`src/rtl/sonar_pkg.sv`:
```
// Shared types and result-word packing for the sonar capture block.
// Optional build macro SONAR_SEQ_TAG_EN adds a 7-bit ping sequence tag to each word.
package sonar_pkg;

   typedef enum logic [2:0] {
      S_IDLE,
      S_TRIG,
      S_WAIT_RISE,
      S_MEASURE,
      S_WRITE,
      S_HOLDOFF
   } state_t;

   localparam int TIMEOUT_BIT = 31;
   localparam int SEQ_MSB     = 30;
   localparam int SEQ_LSB     = 24;

`ifdef SONAR_SEQ_TAG_EN
   // Tagged format: width shrinks to 24 bits and saturates.
   function automatic logic [31:0] pack_result(input logic tout, input logic [30:0] width,
                                               input logic [6:0] seq);
      logic [31:0] w;
      w                  = '0;
      w[TIMEOUT_BIT]     = tout;
      w[SEQ_MSB:SEQ_LSB] = seq;
      w[SEQ_LSB-1:0]     = (|width[30:24]) ? '1 : width[23:0];
      return w;
   endfunction
`else
   function automatic logic [31:0] pack_result(input logic tout, input logic [30:0] width);
      logic [31:0] w;
      w                  = '0;
      w[TIMEOUT_BIT]     = tout;
      w[TIMEOUT_BIT-1:0] = width;
      return w;
   endfunction
`endif

endpackage

```
`src/rtl/sonar_sync.sv`:
```
// Two-flop synchronizer for the asynchronous echo pin, with rise/fall detect
// on the synchronized value.
module sonar_sync (
   input  logic clk,
   input  logic reset,
   input  logic echo_i,
   output logic rise_o,
   output logic fall_o
);

   logic meta_q, sync_q, prev_q;

   always_ff @(posedge clk or posedge reset) begin
      if (reset) begin
         meta_q <= 1'b0;
         sync_q <= 1'b0;
         prev_q <= 1'b0;
      end else begin
         meta_q <= echo_i;
         sync_q <= meta_q;
         prev_q <= sync_q;
      end
   end

   assign rise_o = sync_q & ~prev_q;
   assign fall_o = ~sync_q & prev_q;

endmodule

```
`src/rtl/sonar_capture.sv`:
```
// Ultrasonic ranging front end: triggers the sensor, times the echo and writes one
// result word per ping into a circular RAM buffer. Build macro: SONAR_SEQ_TAG_EN.
module sonar_capture
   import sonar_pkg::*;
#(
   parameter int                     DATA_WIDTH     = 32,
   parameter int                     ADDRESS_WIDTH  = 12,
   parameter logic [ADDRESS_WIDTH-1:0] BASE_ADDR    = 12'hF00,
   parameter int                     BUF_DEPTH      = 64,
   parameter int                     TRIG_CYCLES    = 1000,
   parameter int                     TIMEOUT_CYCLES = 3_000_000,
   parameter int                     PERIOD_CYCLES  = 6_000_000
) (
   input  logic                          clk,
   input  logic                          reset,
   input  logic                          enable,
   input  logic                          echo,
   output logic                          trig,
   output logic                          wEn1,
   output logic [ADDRESS_WIDTH-1:0]      addr1,
   output logic [DATA_WIDTH-1:0]         dataIn1,
   output logic [$clog2(BUF_DEPTH)-1:0]  wr_ptr,
   output logic                          sample_valid,
   output logic                          busy
);

   localparam int PW = $clog2(BUF_DEPTH);

   state_t                   state_q, state_d;
   logic [31:0]              cnt_q, cnt_d, per_q, per_d;
   logic [30:0]              width_q, width_d;
   logic                     tout_q, tout_d;
   logic [PW-1:0]            wr_ptr_q;
   logic                     trig_q, trig_d, wen_q, wen_d, busy_q, busy_d;
   logic [ADDRESS_WIDTH-1:0] addr_q, addr_d;
   logic [DATA_WIDTH-1:0]    data_q, data_d;
   logic                     rise, fall;

   sonar_sync u_sync (
      .clk   (clk),
      .reset (reset),
      .echo_i(echo),
      .rise_o(rise),
      .fall_o(fall)
   );

   always_ff @(posedge clk or posedge reset) begin
      if (reset) begin
         state_q <= S_IDLE;
         cnt_q   <= '0;
         per_q   <= '0;
         width_q <= '0;
         tout_q  <= 1'b0;
      end else begin
         state_q <= state_d;
         cnt_q   <= cnt_d;
         per_q   <= per_d;
         width_q <= width_d;
         tout_q  <= tout_d;
      end
   end

   // per_q counts from TRIG entry for the whole ping; cnt_q times TRIG and WAIT_RISE.
   always_comb begin
      state_d = state_q;
      cnt_d   = cnt_q + 32'd1;
      per_d   = per_q + 32'd1;
      width_d = width_q;
      tout_d  = tout_q;
      case (state_q)
         S_IDLE: begin
            cnt_d = '0;
            per_d = '0;
            if (enable) state_d = S_TRIG;
         end
         S_TRIG: begin
            if (cnt_q == 32'(TRIG_CYCLES - 1)) begin
               state_d = S_WAIT_RISE;
               cnt_d   = '0;
            end
         end
         S_WAIT_RISE: begin
            if (rise) begin
               state_d = S_MEASURE;
               width_d = 31'd1;
               tout_d  = 1'b0;
            end else if (cnt_q == 32'(TIMEOUT_CYCLES - 1)) begin
               state_d = S_WRITE;
               width_d = '0;
               tout_d  = 1'b1;
            end
         end
         S_MEASURE: begin
            if (fall) begin
               state_d = S_WRITE;
            end else if (width_q == 31'(TIMEOUT_CYCLES - 1)) begin
               state_d = S_WRITE;
               width_d = 31'(TIMEOUT_CYCLES);
               tout_d  = 1'b1;
            end else begin
               width_d = width_q + 31'd1;
            end
         end
         S_WRITE: state_d = S_HOLDOFF;
         S_HOLDOFF: begin
            if (per_q == 32'(PERIOD_CYCLES - 1)) begin
               state_d = enable ? S_TRIG : S_IDLE;
               per_d   = '0;
               cnt_d   = '0;
            end
         end
         default: state_d = S_IDLE;
      endcase
   end

`ifdef SONAR_SEQ_TAG_EN
   logic [6:0] seq_q;
   always_ff @(posedge clk or posedge reset) begin
      if (reset)                  seq_q <= '0;
      else if (state_q == S_WRITE) seq_q <= seq_q + 7'd1;
   end
`endif

   // Outputs are decoded from the next state so they are registered yet aligned with it.
   always_comb begin
      trig_d = (state_d == S_TRIG);
      wen_d  = (state_d == S_WRITE);
      busy_d = (state_d != S_IDLE);
      addr_d = addr_q;
      data_d = data_q;
      if (wen_d) begin
         addr_d = BASE_ADDR + ADDRESS_WIDTH'(wr_ptr_q);
`ifdef SONAR_SEQ_TAG_EN
         data_d = DATA_WIDTH'(pack_result(tout_d, width_d, seq_q));
`else
         data_d = DATA_WIDTH'(pack_result(tout_d, width_d));
`endif
      end
   end

   always_ff @(posedge clk or posedge reset) begin
      if (reset) begin
         trig_q   <= 1'b0;
         wen_q    <= 1'b0;
         busy_q   <= 1'b0;
         addr_q   <= BASE_ADDR;
         data_q   <= '0;
         wr_ptr_q <= '0;
      end else begin
         trig_q <= trig_d;
         wen_q  <= wen_d;
         busy_q <= busy_d;
         addr_q <= addr_d;
         data_q <= data_d;
         if (state_q == S_WRITE) wr_ptr_q <= wr_ptr_q + PW'(1);
      end
   end

   assign trig         = trig_q;
   assign wEn1         = wen_q;
   assign sample_valid = wen_q;
   assign busy         = busy_q;
   assign addr1        = addr_q;
   assign dataIn1      = data_q;
   assign wr_ptr       = wr_ptr_q;

endmodule

```
`config.mk`:
```
export PLATFORM = sky130hd
export DESIGN_NAME = sonar_capture
export DESIGN_NICKNAME = d
export VERILOG_FILES = /design/src/rtl/sonar_pkg.sv /design/src/rtl/sonar_sync.sv /design/src/rtl/sonar_capture.sv
export SDC_FILE = /design/constraint.sdc
export NUM_CORES = 1
export LEC_CHECK = 0
export ABC_CLOCK_PERIOD_IN_PS = 10140
export CAP_MARGIN = 20
export CORE_ASPECT_RATIO = 0.6
export CORE_MARGIN = 2
export CORE_UTILIZATION = 55
export DETAILED_ROUTE_END_ITERATION = 8
export GPL_ROUTABILITY_DRIVEN = 1
export GPL_TIMING_DRIVEN = 0
export PLACE_DENSITY_LB_ADDON = 0.2
export SYNTH_ARGS = -nofsm -noshare
export SYNTH_HDL_FRONTEND = slang
export SYNTH_SLANG_ARGS = --single-unit
```
`constraint.sdc`:
```
create_clock -name clk -period 10.14 [get_ports clk]
set_input_delay 2.028 -clock clk [delete_from_list [all_inputs] [get_ports clk]]
set_output_delay 2.028 -clock clk [all_outputs]
set_load 0.01 [all_outputs]
```
==> reports/metrics.cfg <==
[logic_synthesis]
yosys-top-cells-area = dfrtp_1, mux2_2, nor2_1, xor2_1, nand2_1
yosysUniqueCellTypes = 64
synth_top_family_by_area = simple AND/OR/NAND/NOR gates
yosys.area.top_type_share = 0.511
netlist_top_cells_count = dfrtp_1, nor2_1, nand2_1
synth-async-reset-ratio = 1.00
yosysMostFrequentCell = dfrtp_1
synth_xor_area_frac = 0.0780
synth_mux_area_frac = 0.0585
syn_avg_cell_area_sq_um = 10.0
synth-simple-area-share = 0.230
synth_edf_count = 0
synth_compound_area_frac = 0.0775
synth_ff_type = dfrtp_1
netlist_instances = 729
synth_top_area_cell = dfrtp_1
ys_seq_elements = 149
ys_seq_area_frac = 0.511
synthAdderAreaFrac = 0.00823
syn-cell-area_sq_mm = 0.00730
yosysWarnings = 0

[floorplan]
core-area_sq_mm = 0.0129
die_w_um = 153
rows = 32
die_area_sq_mm = 0.0142
die_h_um = 93.2
start_util = 0.566
num_io_pins = 58

[global_routing]
grt_pass1_wl_mm = 28.5
antenna_found_initial = 0
grt_pass1_vias = 5490
grt_use_total = 0.254
grt_overflow_total = 0
grt_max_degree = 80

[detailed_routing]
drc = 0
routedWlPerCell_um = 17.7
ant_nets = 0
viasPerCell = 5.90
via_count = 5825
drtIter0Drc = 513
drtPass1Iterations = 5
wirelength_mm = 17.5

[clock_tree]
cts_root_buffer = clkbuf_16
cts_sinks = 149
htreeDepth = 4
cts_buffers = 17
postCtsSetupBuffers = 0
insertion_delay_ps = 430
ctsResizeCount = 0
clockBufferDepth = 2
postCtsHoldBufs = 0
cts_tree = done
path_clk_slew_ps = 70

[critical_path]
timing.rr.end = busy$_DFF_PP0_
crit_buf_inv = 1
r2r_cells = 7
r2r_slack_ps = 7120
critical_path_required_ps = 8110
slowest_delay_ps = 580
rr_startpoint = cnt_q[13]$_DFF_PP0_
critPathMaxFanout = 5
startpoint = wr_ptr[3]$_DFFE_PP0P_
cp_slowest_cell = clkdlybuf4s50_1
path_depth = 1
crit_family = buffers and inverters
worst_setup_path_end_kind = output pin
crit_chain = clkdlybuf4s50_1
crit_path_start_kind = register
crit_type = register to output pin
worstPathArrival_ps = 1430

[sta]
tightest_slew_ps = 786
final-setup-viol-count = 0
hold_viol_final = 0
min_period_over_period = 0.341
drv_slew = 0
fmax_ghz = 0.289
slew_headroom = 0.471
period_needed_ps = 3460
rsz0062_at_grt = no
final.setup.tns_ps = 0
finClkSkew_ps = 10.9

[cells_and_area]
n_antenna_cell = 0
syn2layout_area_growth_pct = 18.3
final_cells = 987
fin_nets = 812
drive_gt1_frac = 0.124
fillers = 975

[hold_path]
hold_path.class = register to register
min_to = u_sync.sync_q$_DFF_PP0_
whs_path_depth = 0
hp-start = u_sync.meta_q$_DFF_PP0_

[pwr]
p_leak_uw = 0.00383
p_per_area_mw_per_mm2 = 153
max-vdd-ir-drop_mv = 0.108

[place]
dp_hpwl_mm = 12.1
numPlacedInstances = 955
gp_congestion = 0.897
port_buffers = 51

[run]
max-cap-violations = 0

[status]
status = finished clean

-- flip-flops by register name, indices dropped and copies added, names as in the netlist --
name / flops
cnt_q: 32
u_sync.meta_q: 1
busy: 1
addr1: 6
u_sync.sync_q: 1
per_q: 32
dataIn1: 32
u_sync.prev_q: 1
wr_ptr: 6
sample_valid: 1
state_q: 3
width_q: 31
trig: 1
tout_q: 1
-- report_power, final --
group          leakage, uW  internal, uW  switching, uW
logic              0.00151          28.8           49.1
clock network     0.000271           345            269
registers          0.00205           612           19.0
total              0.00383           986            337
-- worst max-delay path by stage --
| stage | endpoint | slack, ps |
|---|---|---|
| after floorplan | addr1[0]$_DFFE_PP0N_ | 4100 |
| after global placement | dataIn1[11]$_DFFE_PP0N_ | 2260 |
| after detailed placement | busy$_DFF_PP0_ | 6360 |
| after CTS | wr_ptr[3] | 6670 |
| after global routing | wr_ptr[3] | 6620 |
| final | wr_ptr[3] | 6680 |
-- cell usage in the layout (no fill, tap or decap), types with 5 or more instances in the layout --
master	instances
dfrtp_1	149
xor2_1	41
a21oi_1	24
nand3_1	31
mux2_2	37
and3_1	17
xnor2_1	24
and4_1	8
buf_2	7
inv_1	20
nor3_1	19
a31oi_1	10
clkbuf_16	17
clkbuf_1	17
buf_4	8
or3_1	7
o21ai_0	27
conb_1	6
nor2_1	109
nor4_1	15
nand4_1	24
nand2_1	61
clkdlybuf4s50_1	51
a21o_1	5
inv_6	8
-- kinds of logic after synthesis --
family	after synthesis
AOI/OAI and AO/OA	91
xor gates and xnor gates	65
adders and majority gates	5
buffers and inverters	55
DFF	149
muxes	38
other	2
and+or+nand+nor	324
-- layer usage --
layer | vias to the layer above | GRT usage | part of all wire
li1 | 2715 | - | -
met1 | 2841 | 0.388 | 0.49
met2 | 248 | 0.361 | 0.42
met3 | 21 | 0.0677 | 0.079
met4 | 0 | 0.0625 | 0.0090
met5 | - | 0 | 0
-- per-stage QoR --
stage	setup WS, ps	hold slack [ps]	power (uW)	util	instance area, sq um
final	6680	350	1320	0.670	8640
after detailed placement	6360	338	719	0.626	8070
after CTS	6670	353	1330	0.670	8640
after global routing	6620	381	1370	0.670	8640
after floorplan	4100	331	695	-	7310
after global placement	2260	334	712	0.623	8040
-- cell type report --
type / instances / area, sq um / share of cell area
sequential: 149 / 3730 / 0.432
multi-input combinational: 529 / 3320 / 0.385
timing repair buffer: 52 / 538 / 0.0623
clock buffer: 18 / 429 / 0.0497
tap: 170 / 213 / 0.0246
buffer: 33 / 178 / 0.0206
clock inverter: 14 / 139 / 0.0161
inverter: 22 / 87.6 / 0.0101
(Power assumes the default switching activity.)
